## config.mk

```make
export PLATFORM = sky130hd
export DESIGN_NAME = axi_lite_regfile
export DESIGN_NICKNAME = d
export VERILOG_FILES = /design/src/rtl/axi_regfile_pkg.sv /design/src/rtl/axi_lite_regfile_hex7seg.sv /design/src/rtl/axi_lite_regfile.sv
export SDC_FILE = /design/constraint.sdc
export NUM_CORES = 1
export LEC_CHECK = 0
export ABC_AREA = 0
export CAP_MARGIN = 20
export CORE_MARGIN = 4
export CORE_UTILIZATION = 46
export DETAILED_ROUTE_END_ITERATION = 10
export DONT_BUFFER_PORTS = 1
export PLACE_DENSITY = 0.72
export REMOVE_ABC_BUFFERS = 1
export SYNTH_ARGS = -nofsm -noshare
export SYNTH_HDL_FRONTEND = slang
export SYNTH_HIERARCHICAL = 1
export SYNTH_SLANG_ARGS = --single-unit
```

## constraint.sdc

```tcl
create_clock -name clk -period 4.7 [get_ports clk]
set_input_delay 0.47 -clock clk [delete_from_list [all_inputs] [get_ports clk]]
set_output_delay 0.47 -clock clk [all_outputs]
set_load 0.05 [all_outputs]
```

## src/rtl/axi_regfile_pkg.sv

```systemverilog
// Shared types and constants for the AXI4-Lite register file: response codes,
// write/read FSM states and the nibble-to-7-segment table.
package axi_regfile_pkg;

  localparam logic [1:0] RESP_OKAY   = 2'b00;
  localparam logic [1:0] RESP_SLVERR = 2'b10;

  typedef enum logic [1:0] {
    W_IDLE,
    W_HAVE_A,
    W_HAVE_D,
    W_RESP
  } wstate_e;

  typedef enum logic {
    R_IDLE,
    R_DATA
  } rstate_e;

  // Segment order {g,f,e,d,c,b,a}, active high.
  localparam logic [6:0] HEX_SEG [16] = '{
    7'h3F, 7'h06, 7'h5B, 7'h4F, 7'h66, 7'h6D, 7'h7D, 7'h07,
    7'h7F, 7'h6F, 7'h77, 7'h7C, 7'h39, 7'h5E, 7'h79, 7'h71
  };

endpackage

```

## src/rtl/axi_lite_regfile_hex7seg.sv

```systemverilog
// Combinational nibble-to-7-segment decoder for the optional display tap
// (instantiated by axi_lite_regfile only when AXI_REGFILE_HEX_EN is defined).
module hex7seg
  import axi_regfile_pkg::*;
(
  input  logic [3:0] nib_i,
  output logic [6:0] seg_o
);

  assign seg_o = HEX_SEG[nib_i];

endmodule

```

## src/rtl/axi_lite_regfile.sv

```systemverilog
// AXI4-Lite slave register file with byte strobes and OKAY/SLVERR responses.
// Define AXI_REGFILE_HEX_EN to add the disp_hex_r tap showing the last read nibble.
module axi_lite_regfile
  import axi_regfile_pkg::*;
#(
  parameter int ADDR_W = 4,
  parameter int DATA_W = 8,
  parameter int DEPTH  = 12
) (
  input  logic                clk,
  input  logic                reset,
  input  logic                s_awvalid,
  output logic                s_awready,
  input  logic [ADDR_W-1:0]   s_awaddr,
  input  logic                s_wvalid,
  output logic                s_wready,
  input  logic [DATA_W-1:0]   s_wdata,
  input  logic [DATA_W/8-1:0] s_wstrb,
  output logic                s_bvalid,
  input  logic                s_bready,
  output logic [1:0]          s_bresp,
  input  logic                s_arvalid,
  output logic                s_arready,
  input  logic [ADDR_W-1:0]   s_araddr,
  output logic                s_rvalid,
  input  logic                s_rready,
  output logic [DATA_W-1:0]   s_rdata,
  output logic [1:0]          s_rresp
`ifdef AXI_REGFILE_HEX_EN
  ,
  output logic [7:0]          disp_hex_r
`endif
);

  localparam int NB = DATA_W / 8;

  function automatic logic mapped(input logic [ADDR_W-1:0] a);
    return int'(a) < DEPTH;
  endfunction

  function automatic logic [DATA_W-1:0] merge(input logic [DATA_W-1:0] old_v,
                                               input logic [DATA_W-1:0] new_v,
                                               input logic [NB-1:0]     strb);
    logic [DATA_W-1:0] res;
    res = old_v;
    for (int b = 0; b < NB; b++) begin
      if (strb[b]) res[8*b +: 8] = new_v[8*b +: 8];
    end
    return res;
  endfunction

  logic [DATA_W-1:0] mem_q [DEPTH];

  wstate_e           w_state_q, w_state_d;
  logic [ADDR_W-1:0] awaddr_q, awaddr_d;
  logic [DATA_W-1:0] wdata_q, wdata_d;
  logic [NB-1:0]     wstrb_q, wstrb_d;
  logic              awready_q, awready_d;
  logic              wready_q, wready_d;
  logic [1:0]        bresp_q, bresp_d;
  logic              wr_en;
  logic [ADDR_W-1:0] wr_addr;
  logic [DATA_W-1:0] wr_data;
  logic [NB-1:0]     wr_strb;

  rstate_e           r_state_q, r_state_d;
  logic              arready_q, arready_d;
  logic [DATA_W-1:0] rdata_q, rdata_d;
  logic [1:0]        rresp_q, rresp_d;

  logic aw_hs, w_hs, ar_hs;

  // Readies are registered from the next state so they are zero during reset
  // and never see an input valid combinationally.
  assign aw_hs = s_awvalid && awready_q;
  assign w_hs  = s_wvalid && wready_q;
  assign ar_hs = s_arvalid && arready_q;

  always_comb begin
    w_state_d = w_state_q;
    awaddr_d  = awaddr_q;
    wdata_d   = wdata_q;
    wstrb_d   = wstrb_q;
    bresp_d   = bresp_q;
    wr_en     = 1'b0;
    wr_addr   = awaddr_q;
    wr_data   = wdata_q;
    wr_strb   = wstrb_q;
    case (w_state_q)
      W_IDLE: begin
        if (aw_hs && w_hs) begin
          wr_en     = 1'b1;
          wr_addr   = s_awaddr;
          wr_data   = s_wdata;
          wr_strb   = s_wstrb;
          w_state_d = W_RESP;
        end else if (aw_hs) begin
          awaddr_d  = s_awaddr;
          w_state_d = W_HAVE_A;
        end else if (w_hs) begin
          wdata_d   = s_wdata;
          wstrb_d   = s_wstrb;
          w_state_d = W_HAVE_D;
        end
      end
      W_HAVE_A: begin
        if (w_hs) begin
          wr_en     = 1'b1;
          wr_data   = s_wdata;
          wr_strb   = s_wstrb;
          w_state_d = W_RESP;
        end
      end
      W_HAVE_D: begin
        if (aw_hs) begin
          wr_en     = 1'b1;
          wr_addr   = s_awaddr;
          w_state_d = W_RESP;
        end
      end
      W_RESP: begin
        if (s_bready) w_state_d = W_IDLE;
      end
      default: w_state_d = W_IDLE;
    endcase
    if (wr_en) bresp_d = mapped(wr_addr) ? RESP_OKAY : RESP_SLVERR;
    awready_d = (w_state_d == W_IDLE) || (w_state_d == W_HAVE_D);
    wready_d  = (w_state_d == W_IDLE) || (w_state_d == W_HAVE_A);
  end

  always_comb begin
    r_state_d = r_state_q;
    rdata_d   = rdata_q;
    rresp_d   = rresp_q;
    case (r_state_q)
      R_IDLE: begin
        if (ar_hs) begin
          if (mapped(s_araddr)) begin
            rdata_d = mem_q[s_araddr];
            rresp_d = RESP_OKAY;
          end else begin
            rdata_d = '0;
            rresp_d = RESP_SLVERR;
          end
          r_state_d = R_DATA;
        end
      end
      R_DATA: begin
        if (s_rready) r_state_d = R_IDLE;
      end
      default: r_state_d = R_IDLE;
    endcase
    arready_d = (r_state_d == R_IDLE);
  end

  always_ff @(posedge clk) begin
    if (reset) begin
      w_state_q <= W_IDLE;
      awaddr_q  <= '0;
      wdata_q   <= '0;
      wstrb_q   <= '0;
      awready_q <= 1'b0;
      wready_q  <= 1'b0;
      bresp_q   <= RESP_OKAY;
      r_state_q <= R_IDLE;
      arready_q <= 1'b0;
      rdata_q   <= '0;
      rresp_q   <= RESP_OKAY;
    end else begin
      w_state_q <= w_state_d;
      awaddr_q  <= awaddr_d;
      wdata_q   <= wdata_d;
      wstrb_q   <= wstrb_d;
      awready_q <= awready_d;
      wready_q  <= wready_d;
      bresp_q   <= bresp_d;
      r_state_q <= r_state_d;
      arready_q <= arready_d;
      rdata_q   <= rdata_d;
      rresp_q   <= rresp_d;
    end
  end

  // Array update uses NBA, so a same-edge read still captures the old value.
  always_ff @(posedge clk) begin
    if (reset) begin
      for (int i = 0; i < DEPTH; i++) mem_q[i] <= '0;
    end else if (wr_en && mapped(wr_addr)) begin
      mem_q[wr_addr] <= merge(mem_q[wr_addr], wr_data, wr_strb);
    end
  end

  assign s_awready = awready_q;
  assign s_wready  = wready_q;
  assign s_bvalid  = (w_state_q == W_RESP);
  assign s_bresp   = bresp_q;
  assign s_arready = arready_q;
  assign s_rvalid  = (r_state_q == R_DATA);
  assign s_rdata   = rdata_q;
  assign s_rresp   = rresp_q;

`ifdef AXI_REGFILE_HEX_EN
  logic [4:0] hex_q;
  logic [6:0] seg;

  always_ff @(posedge clk) begin
    if (reset) hex_q <= '0;
    else if (s_rvalid && s_rready) hex_q <= {rresp_q[1], rdata_q[3:0]};
  end

  hex7seg u_hex7seg (
    .nib_i (hex_q[3:0]),
    .seg_o (seg)
  );

  assign disp_hex_r = {hex_q[4], seg};
`endif

endmodule

```

# Yosys cells after proc, flatten, opt, wreduce, memory -nomap -nowiden
# Memory sizes are Yosys's and may differ from the RTL's.
# Index checks and enable logic that the tools add are counted.
# op_classes
n_addsub	0
multipliers	0
div	0
magnitude_cmp	2
eq_ne	6
shifts	0
muxes	37
bitwise	4
n_reduce_logical	14
# op_table
operator	count
$mux 8	7
$mux 2	8
$pmux 8 s2	1
$mux 1	13
$mux 4	3
$lt 4x4->1 const B	2
$pmux 2 s4	1
$pmux 4 s2	1
$reduce_or 8->1	1
$eq 2x2->1 const B	3
$reduce_and 2->1	3
$logic_and 1x1->1	5
$eq 2x1->1 const B	2
$logic_not 2->1	2
$not 1->1	4
$pmux 1 s2	2
$ne 3x3->1 const B	1
$pmux 1 s3	1
$reduce_and 3->1	1
$logic_or 1x1->1	2
# totals
regBits	31
latchBits	0
mem_bits_rw	96
rom_bits	0
inputBits	24
output_inout_bits	17
word_cells	75
mem_count	1
# mem_list
memory	words	word_bits	rd	rd_clocked_by_memory_dff	write_ports	line_no	rtl
mem_q	12	8	1	0	12	axi_lite_regfile.sv:52	logic [DATA_W-1:0] mem_q [DEPTH];

# Logic depth before layout (Yosys ltp)
# Gate-level depths: netlist of run 1.
# logic_depth
word_depth	12
depth_mapped	6
depth_no_buf	4

# Worst setup path before layout of run 1
# OpenSTA, ideal clock, no wires.
# synth_timing
path_kind	reg2reg
start	register awready_q, in the netlist s_awready
end	memory mem_q[11][0] (enable)
setup_ns	0.375
t_arrival_ns	2.160
required_ns	4.325
path_slack_ns	2.166
path_stages_with_launch	6
n_path_buf	1
synth_period_minus_slack_ns	2.534
cell_sequence	dfxtp_1 -> a21oi_1 -> nor4_4 -> o211ai_2 -> buf_4 -> o21bai_1
# synth_lines
element	line_no	rtl
from (decl)	axi_lite_regfile.sv:58	logic awready_q, awready_d;
from (signal assigned)	axi_lite_regfile.sv:174	awready_q <= awready_d;
to (decl)	axi_lite_regfile.sv:52	

==> results.cfg, run 1 <==
[layout]
nets = 500
drive_gt1_share_pct = 14.1
layout_commonest_cell = nor3_1
layout_common_cells = nor3_1, edfxtp_1, nand2_1, dfxtp_1, a21oi_1
antenna_cells = 0
areaGrowthSynthToFinish_pct = 10.6

[yosys]
yosysSeqAreaShare_pct = 57.9
ys_seq_elements = 125
yosysWarnings = 6
synth_ff_type = edfxtp_1
ys_async_sr_fraction_pct = 0
synth.distinct_cells = 48
syn_area_per_cell_um2 = 12.1
synthesis.area_um2 = 5980
synth_edf_count = 96
synthCells = 496

[timing]
tns_ns = 0
worst_slew_pin_slew_ns = 1.12
finClkSkew_ns = 0.00634
drv_slew = 0
holdWs_ns = 0.116
timing.fmax_mhz = 308
relSlewSlack_pct = 25.6
post-route-min-period_ns = 3.25
setup_ws_ns = 1.45
setup_viol = 0
hold_viol = 0
rsz0062_at_grt = no
layout_worst_path_cycle_share_pct = 69.2

[worst_setup_path]
crit_path_end_kind = register
startpoint = s_wready
worstPathArrival_ns = 3.29
cp-start-kind = register
critical_path_class = reg -> reg
slowest_stage = o21bai_1
r2r-end = mem_q[0][4]
crit_end = mem_q[0][4]
r2r_slack_ns = 1.45
slowest_delay_ns = 0.82
required_ns = 4.74
rr_startpoint = s_wready
r2r_cells = 4
worstPathCellList = a21oi_1 -> nor4_4 -> nand4_4 -> o21bai_1
cp_max_fo = 45

[placed_design]
hpwl_um = 9920
pre_cts_ws_ns = 1.40
place.gp.congestion = 0.863
numPortBuffers = 0

[clock_network]
post-cts-setup-buffer-count = 0
clockBufferDepth = 2
post_cts_resized = 0
cts_sinks = 125
h-tree-depth = 4
cts-root-buf = clkbuf_16
cts_tree = done
clk_latency_ns = 0.42
holdBufCountCts = 0
cts-buffers-inserted = 17
path_clk_slew_ns = 0.06

[global_route]
grt_first_pass_wirelength_um = 22700
antenna_found_initial = 0
grt_pass1_vias = 4054
grtUsageTotal_pct = 20.4
overflow = 0
grt_max_degree = 46

[pwr]
combPwrFrac_pct = 6.2
clock_power_share_pct = 49.3
finalPower_mw = 2.90
peakVddDrop_uv = 231
p_int_mw = 2.23
switching_share_pct = 22.9
p_leak_nw = 2.11
seqPwrFrac_pct = 44.5
switchingPower_uw = 663
p_per_area_nw_per_um2 = 438

[floorplanning]
initial_utilization_pct = 47.2
num_io_pins = 41
die-area_um2 = 14900
fp-row-count = 41
coreArea_um2 = 12700
dieWidth_um = 122
die_h_um = 122

[job]
maxCapViolCount = 0

[routing]
wl_per_cell_um = 21.9
drt_wl_total_um = 14400
drc = 0
antenna_left = 0
drtPass1Iterations = 5
drt_iter0_drc = 579
routed_via_density = 6.26
num_vias = 4140

[status]
status = finished, final reports clean

[worst_hold_path]
hold_path_class = in -> reg
## worst min path at each step
| stage | cells past startpoint | slack [ns] | to | start |
|---|---|---|---|---|
| final | 1 | 0.12 | wdata_q[0] | reset |
| after global routing | 1 | 0.10 | wdata_q[7] | reset |
| after CTS | 1 | 0.11 | wdata_q[0] | reset |
| after detailed placement | 2 | 0.44 | wdata_q[2] | wdata_q[2] |
| after global placement | 2 | 0.44 | wdata_q[3] | wdata_q[3] |
| after floorplan | 2 | 0.43 | wdata_q[0] | wdata_q[0] |
## per-layer routing
metal  GRT usage [%]  routed length [um]
met2            31.8                6760
met1            27.6                5750
met3            6.27                1710
met4            5.88                 228
met5               0                   0
## critical path, delay by kind of cell (launching register included)
kind / cells / cell delay (ns)
AO/OA/AOI/OAI: 2 / 1.23
flip-flops: 1 / 0.68
AND/OR/NAND/NOR: 2 / 0.95
## flip-flops by register name (all words and copies together) (netlist names)
| signal | cells |
|---|---|
| s_arready | 1 |
| wstrb_q | 1 |
| s_rresp | 1 |
| s_bresp | 1 |
| wdata_q | 8 |
| mem_q | 96 |
| s_awready | 1 |
| s_rvalid | 1 |
| s_rdata | 8 |
| s_wready | 1 |
| awaddr_q | 4 |
| w_state_q | 2 |
## kinds of logic after synthesis
| group | after synthesis | synth area share (%) |
|---|---|---|
| compound gates | 96 | 11.3 |
| buf+inv | 51 | 5.10 |
| flops | 125 | 57.9 |
| mux | 37 | 9.56 |
| other cells | 1 | 0.0627 |
| simple gates | 186 | 16.0 |
## power groups by stage
stage               logic, mW  clock network (mW)  registers, mW
floorplan               0.133                   0           1.30
detailed placement      0.177                   0           1.31
CTS                     0.179                1.43           1.29
finish                  0.180                1.43           1.29
global route            0.196                1.48           1.29
global placement        0.172                   0           1.31
## synthesized netlist by cell type, types with 2 or more instances
library cell | number | area share, %
a21boi_0 | 5 | 0.63
a21o_1 | 3 | 0.38
a21oi_1 | 21 | 1.8
a21oi_2 | 3 | 0.44
a221oi_1 | 8 | 1.2
a311oi_1 | 9 | 1.3
a41oi_2 | 2 | 0.54
and2_1 | 2 | 0.21
and3_1 | 7 | 0.73
and3b_1 | 2 | 0.29
buf_2 | 11 | 0.92
buf_4 | 8 | 1.0
buf_6 | 9 | 1.7
clkbuf_1 | 18 | 1.1
clkbuf_2 | 2 | 0.17
dfxtp_1 | 29 | 9.7
edfxtp_1 | 96 | 48
inv_1 | 3 | 0.19
mux2i_1 | 20 | 3.3
mux4_2 | 16 | 6.0
nand2_1 | 34 | 2.1
nand2b_1 | 4 | 0.42
nand3_1 | 4 | 0.33
nor2_1 | 17 | 1.1
nor2b_1 | 3 | 0.31
nor3_1 | 100 | 8.4
nor3_2 | 2 | 0.33
nor4_1 | 2 | 0.21
nor4b_1 | 2 | 0.29
o21ai_0 | 13 | 1.1
o21ai_1 | 2 | 0.17
o21bai_1 | 12 | 1.5
o22ai_1 | 12 | 1.3
## through the flow
step	cell area (um2)	std cells	util, %
2_1_floorplan	5690	449	-
3_3_place_gp	5960	628	47.0
3_5_place_dp	5960	628	47.0
4_1_cts	6600	660	52.1
5_1_grt	6620	661	52.2
6_report	6620	661	52.2
## area by class of cell
class | instances | area, um2
fill | 1061 | 6050
sequential | 125 | 3460
multi-input combinational | 321 | 2220
clock buffer | 17 | 425
clock inverter | 15 | 219
tap | 172 | 215
timing repair buffer | 8 | 67.6
inverter | 3 | 11.3
No activity file was read; power rests on OpenSTA's default activity.
==> run 2: changes to the inputs <==
clock period = 3.1 ns   (was 4.7 ns; I/O delays follow)
==> run 2 against run 1 <==
- final cell count increased by 3.0%
- sequential power increased by 50%
- clock skew decreased by 0.0018 ns
- wire length decreased by 4.1%
- global-route usage decreased by 0.74 points
- highest routed layer unchanged
- worst setup slack got worse by 0.93 ns
- sequential share of layout area decreased by 0.70 points
- worst hold slack got worse by 0.088 ns
- final area increased by 1.4%
- die area unchanged
==> results.cfg, run 2 (synthesis gave the netlist of run 1 again) <==
[timing]
timing.fmax_mhz = 387
post-route-min-period_ns = 2.58
setup_viol = 0
layout_worst_path_cycle_share_pct = 83.3
finClkSkew_ns = 0.00457
tns_ns = 0
hold_viol = 0
relSlewSlack_pct = 41.3
worst_slew_pin_slew_ns = 0.881
setup_ws_ns = 0.518
drv_slew = 0
rsz0062_at_grt = no

[placed_design]
numPortBuffers = 0
place.gp.congestion = 0.885
pre_cts_ws_ns = 0.557
hpwl_um = 9490

[routing]
drt_iter0_drc = 411
routed_via_density = 6.00
drtPass1Iterations = 5
num_vias = 4088
antenna_left = 0
drt_wl_total_um = 13900
drc = 0
wl_per_cell_um = 20.3

[clock_network]
post_cts_resized = 0
cts-buffers-inserted = 17
cts-root-buf = clkbuf_16
h-tree-depth = 4
cts_tree = done
clockBufferDepth = 2
cts_sinks = 125
path_clk_slew_ns = 0.05
holdBufCountCts = 1
clk_latency_ns = 0.42
post-cts-setup-buffer-count = 0

[layout]
antenna_cells = 0
areaGrowthSynthToFinish_pct = 12.2
layout_commonest_cell = nor3_1
regMostFlops = mem_q
nFillCells = 1091
drive_gt1_share_pct = 16.7
largest_register_ffs = 96
nets = 520
layout_common_cells = nor3_1, edfxtp_1, nand2_1, dfxtp_1, buf_4

[global_route]
antenna_found_initial = 0
overflow = 0
use_met3_pct = 6.17
grt_util_met2_pct = 31.8
grt.busiest_layer = met2
grt_first_pass_wirelength_um = 21800
grt_max_degree = 41
use_met1_pct = 25.7
grtUsageTotal_pct = 19.6
grt_pass1_vias = 3974

[floorplanning]
dieWidth_um = 122
die-area_um2 = 14900
num_io_pins = 41
initial_utilization_pct = 47.2
coreArea_um2 = 12700
die_h_um = 122
fp-row-count = 41

[worst_setup_path]
critical_path_class = reg -> reg
required_ns = 3.14
cp-start-kind = register
crit_path_end_kind = register
worstPathArrival_ns = 2.62
cp_max_fo = 10

[job]
maxCapViolCount = 0

[worst_hold_path]
hold_path_class = in -> reg

[pwr]
peakVddDrop_uv = 460
p_leak_nw = 2.17
p_per_area_nw_per_um2 = 623

[status]
status = finished, final reports clean
run 2: changes by cell type in the layout (fill, tap and decap cells not counted):
| cell | previous run | this run |
|---|---|---|
| dlygate4sd3_1 | 0 | 1 |
| buf_4 | 7 | 26 |
| clkinv_1 | 2 | 0 |
| clkinv_4 | 3 | 0 |
| clkinv_2 | 2 | 3 |
| bufinv_16 | 5 | 2 |
| inv_6 | 2 | 0 |
| clkbuf_1 | 0 | 5 |
| clkbuf_8 | 0 | 4 |
run 2: final timing paths:
kind / from / slack [ns] / depth (start not counted) / endpoint
setup reg to reg: s_awready / 0.52 / 5 / mem_q[5][6]
hold / removal: s_wdata[6] / 0.03 / 2 / wdata_q[6]
hold reg to reg: wdata_q[0] / 0.45 / 2 / wdata_q[0]
setup / recovery: s_awready / 0.52 / 5 / mem_q[5][6]
run 2: critical path, stage by stage, from the launching register on:
cell,delay (ns)
dfxtp_1,0.35
buf_4,0.22
nand3b_1,0.26
nor4b_1,0.47
a41oi_2,0.18
o21bai_1,0.71
run 2: power breakdown:
part / leakage (nW) / switching (mW) / internal [mW]
Sequential: 1.23 / 0.0707 / 1.87
Clock: 0.284 / 0.669 / 1.26
Combinational: 0.660 / 0.198 / 0.114
Total: 2.17 / 0.938 / 3.24
run 2: cell type report:
type,count,area (um2),share of cell area [%]
clock buffer,26,499,7.44
clock inverter,6,82.6,1.23
inverter,3,11.3,0.168
multi-input combinational,321,2220,33.0
sequential,125,3460,51.6
tap,172,215,3.21
timing repair buffer,28,220,3.28
run 2: metal layers:
metal | vias up | part of all wire (%)
li1 | 1917 | -
met1 | 1979 | 41
met2 | 177 | 49
met3 | 15 | 8.6
met4 | 0 | 1.2
met5 | - | 0
run 2: through the flow:
step / util [%] / instances / total power, mW / instance area, um2 / hold slack (ns)
2_1_floorplan: - / 449 / 2.17 / 5690 / 0.379
3_3_place_gp: 48.1 / 647 / 2.26 / 6100 / 0.384
3_5_place_dp: 48.1 / 647 / 2.27 / 6100 / 0.385
4_1_cts: 52.8 / 680 / 4.19 / 6690 / 0.0133
5_1_grt: 52.9 / 681 / 4.31 / 6710 / 0.0225
6_report: 52.9 / 681 / 4.18 / 6710 / 0.0280
==> run 3: changes to the inputs <==
PLACE_DENSITY = 0.74   (was 0.72)
clock period = 2.3 ns   (was 3.1 ns; I/O delays follow)
==> run 3 against run 2 <==
- wire length up 3.1%
- worst hold slack got worse by 0.020 ns
- final area rose by 3.8%
- non-clock buffer count increased by 28
==> results.cfg, run 3 (synthesis gave the netlist of run 1 again) <==
[status]
status = finished, final reports clean

[floorplanning]
num_io_pins = 41
die_h_um = 122
dieWidth_um = 122
die-area_um2 = 14900
coreArea_um2 = 12700
fp-row-count = 41
initial_utilization_pct = 47.2

[timing]
rsz0062_at_grt = no
relSlewSlack_pct = 57.4
layout_worst_path_cycle_share_pct = 94.7
post-route-min-period_ns = 2.18
tns_ns = 0
timing.fmax_mhz = 459
finClkSkew_ns = 0.00966
setup_viol = 0
drv_slew = 0
worst_slew_pin_slew_ns = 0.637
holdWs_ns = 0.00776
setup_ws_ns = 0.121
hold_viol = 0

[worst_hold_path]
holdPathStages = 2
hold_path_class = in -> reg

[worst_setup_path]
cp-start-kind = register
required_ns = 2.42
r2r_cells = 5
path_depth = 5
slowest_delay_ns = 0.44
cp_max_fo = 17
cpLargestDelayFamily = simple AND/OR/NAND/NOR gates
worstPathArrival_ns = 2.30
crit_path_end_kind = register
critical_path_class = reg -> reg
worstPathCellList = and2_4 -> nor4_4 -> nand4_4 -> o21bai_1 -> buf_4
critPathBufInv = 1
slowest_stage = nor4_4

[placed_design]
place_area_um2 = 6210
pre_cts_ws_ns = 0.0732
numPortBuffers = 0
hpwl_um = 9540
place.gp.congestion = 0.923

[global_route]
grt_pass1_vias = 4252
overflow = 0
grtUsageTotal_pct = 20.2
grt_max_degree = 39
antenna_found_initial = 0
grt_first_pass_wirelength_um = 22800

[layout]
nets = 548
stdcell_area_um2 = 6960
layout_common_cells = nor3_1, edfxtp_1, buf_4, nand2_1, dfxtp_1
regMostFlops = mem_q
areaGrowthSynthToFinish_pct = 16.4
largest_register_ffs = 96
antenna_cells = 0
drive_gt1_share_pct = 19.0
layout_commonest_cell = nor3_1

[clock_network]
cts_sinks = 125
h-tree-depth = 4
clk_latency_ns = 0.41
clockBufferDepth = 2
cts_tree = done
path_clk_slew_ns = 0.06
cts-root-buf = clkbuf_16
cts-buffers-inserted = 17
post-cts-setup-buffer-count = 0

[pwr]
p_leak_nw = 2.29
finalPower_mw = 5.58
peakVddDrop_uv = 536
p_per_area_nw_per_um2 = 802

[routing]
drc = 0
drtPass1Iterations = 5
wl_per_cell_um = 20.1
routed_via_density = 6.14
drt_iter0_drc = 412
drt_wl_total_um = 14300
num_vias = 4356
antenna_left = 0

[job]
maxCapViolCount = 0
[run 3: changes by cell type in the layout (fill, tap and decap cells not counted), sizes merged]
| cell | change |
|---|---|
| buf | +13 |
| dlygate4sd3 | +15 |
| clkinv | +5 |
| clkinvlp | +2 |
| clkbuf | -7 |
[run 3: where the power goes]
part,switching (mW),internal [mW]
Sequential,0.0885,2.51
Combinational,0.289,0.191
Clock,0.926,1.57
[run 3: stage by stage]
stage,util [%],std cells
2_1_floorplan,-,449
3_3_place_gp,49.0,660
3_5_place_dp,49.0,660
4_1_cts,54.7,708
5_1_grt,55.0,709
6_report,55.0,709
[run 3: final cells by class]
type	count	area [um2]
Multi-Input combinational cell	321	2230
Fill cell	1037	5710
Sequential cell	125	3460
Tap cell	172	215
Clock inverter	13	125
Clock buffer	19	433
Inverter	3	11.3
Timing Repair Buffer	56	480
[run 3: worst paths after layout]
check               start           to  slack [ns]
max reg2reg  w_state_q[1]  mem_q[1][4]        0.12
min           s_araddr[3]   s_rresp[1]       0.008
max          w_state_q[1]  mem_q[1][4]        0.12
min reg2reg    wdata_q[6]   wdata_q[6]        0.46
[run 3: worst register-to-register path: cells and delay by family, from the launching register on]
| family | cells | cell delay, ns |
|---|---|---|
| DFF | 1 | 0.36 |
| and+or+nand+nor | 3 | 1.00 |
| AOI/OAI and AO/OA | 1 | 0.32 |
| buffers and inverters | 1 | 0.19 |
[run 3: what timing repair did]
| action | in CTS | in global routing |
|---|---|---|
| gates resized for setup | 0 | 3 |
| hold buffers | 16 | 0 |
| setup endpoints to repair | 0 | 105 |
| hold endpoints to repair | 29 | 0 |
[run 3: metal layers]
layer  GRT usage (%)  share of wire [%]  vias to the layer above
li1                -                  -                     1979
met1            26.1                 40                     2139
met2            33.5                 50                      211
met3            5.85                7.9                       27
met4            5.25                1.9                        0
met5               0                  0                        -
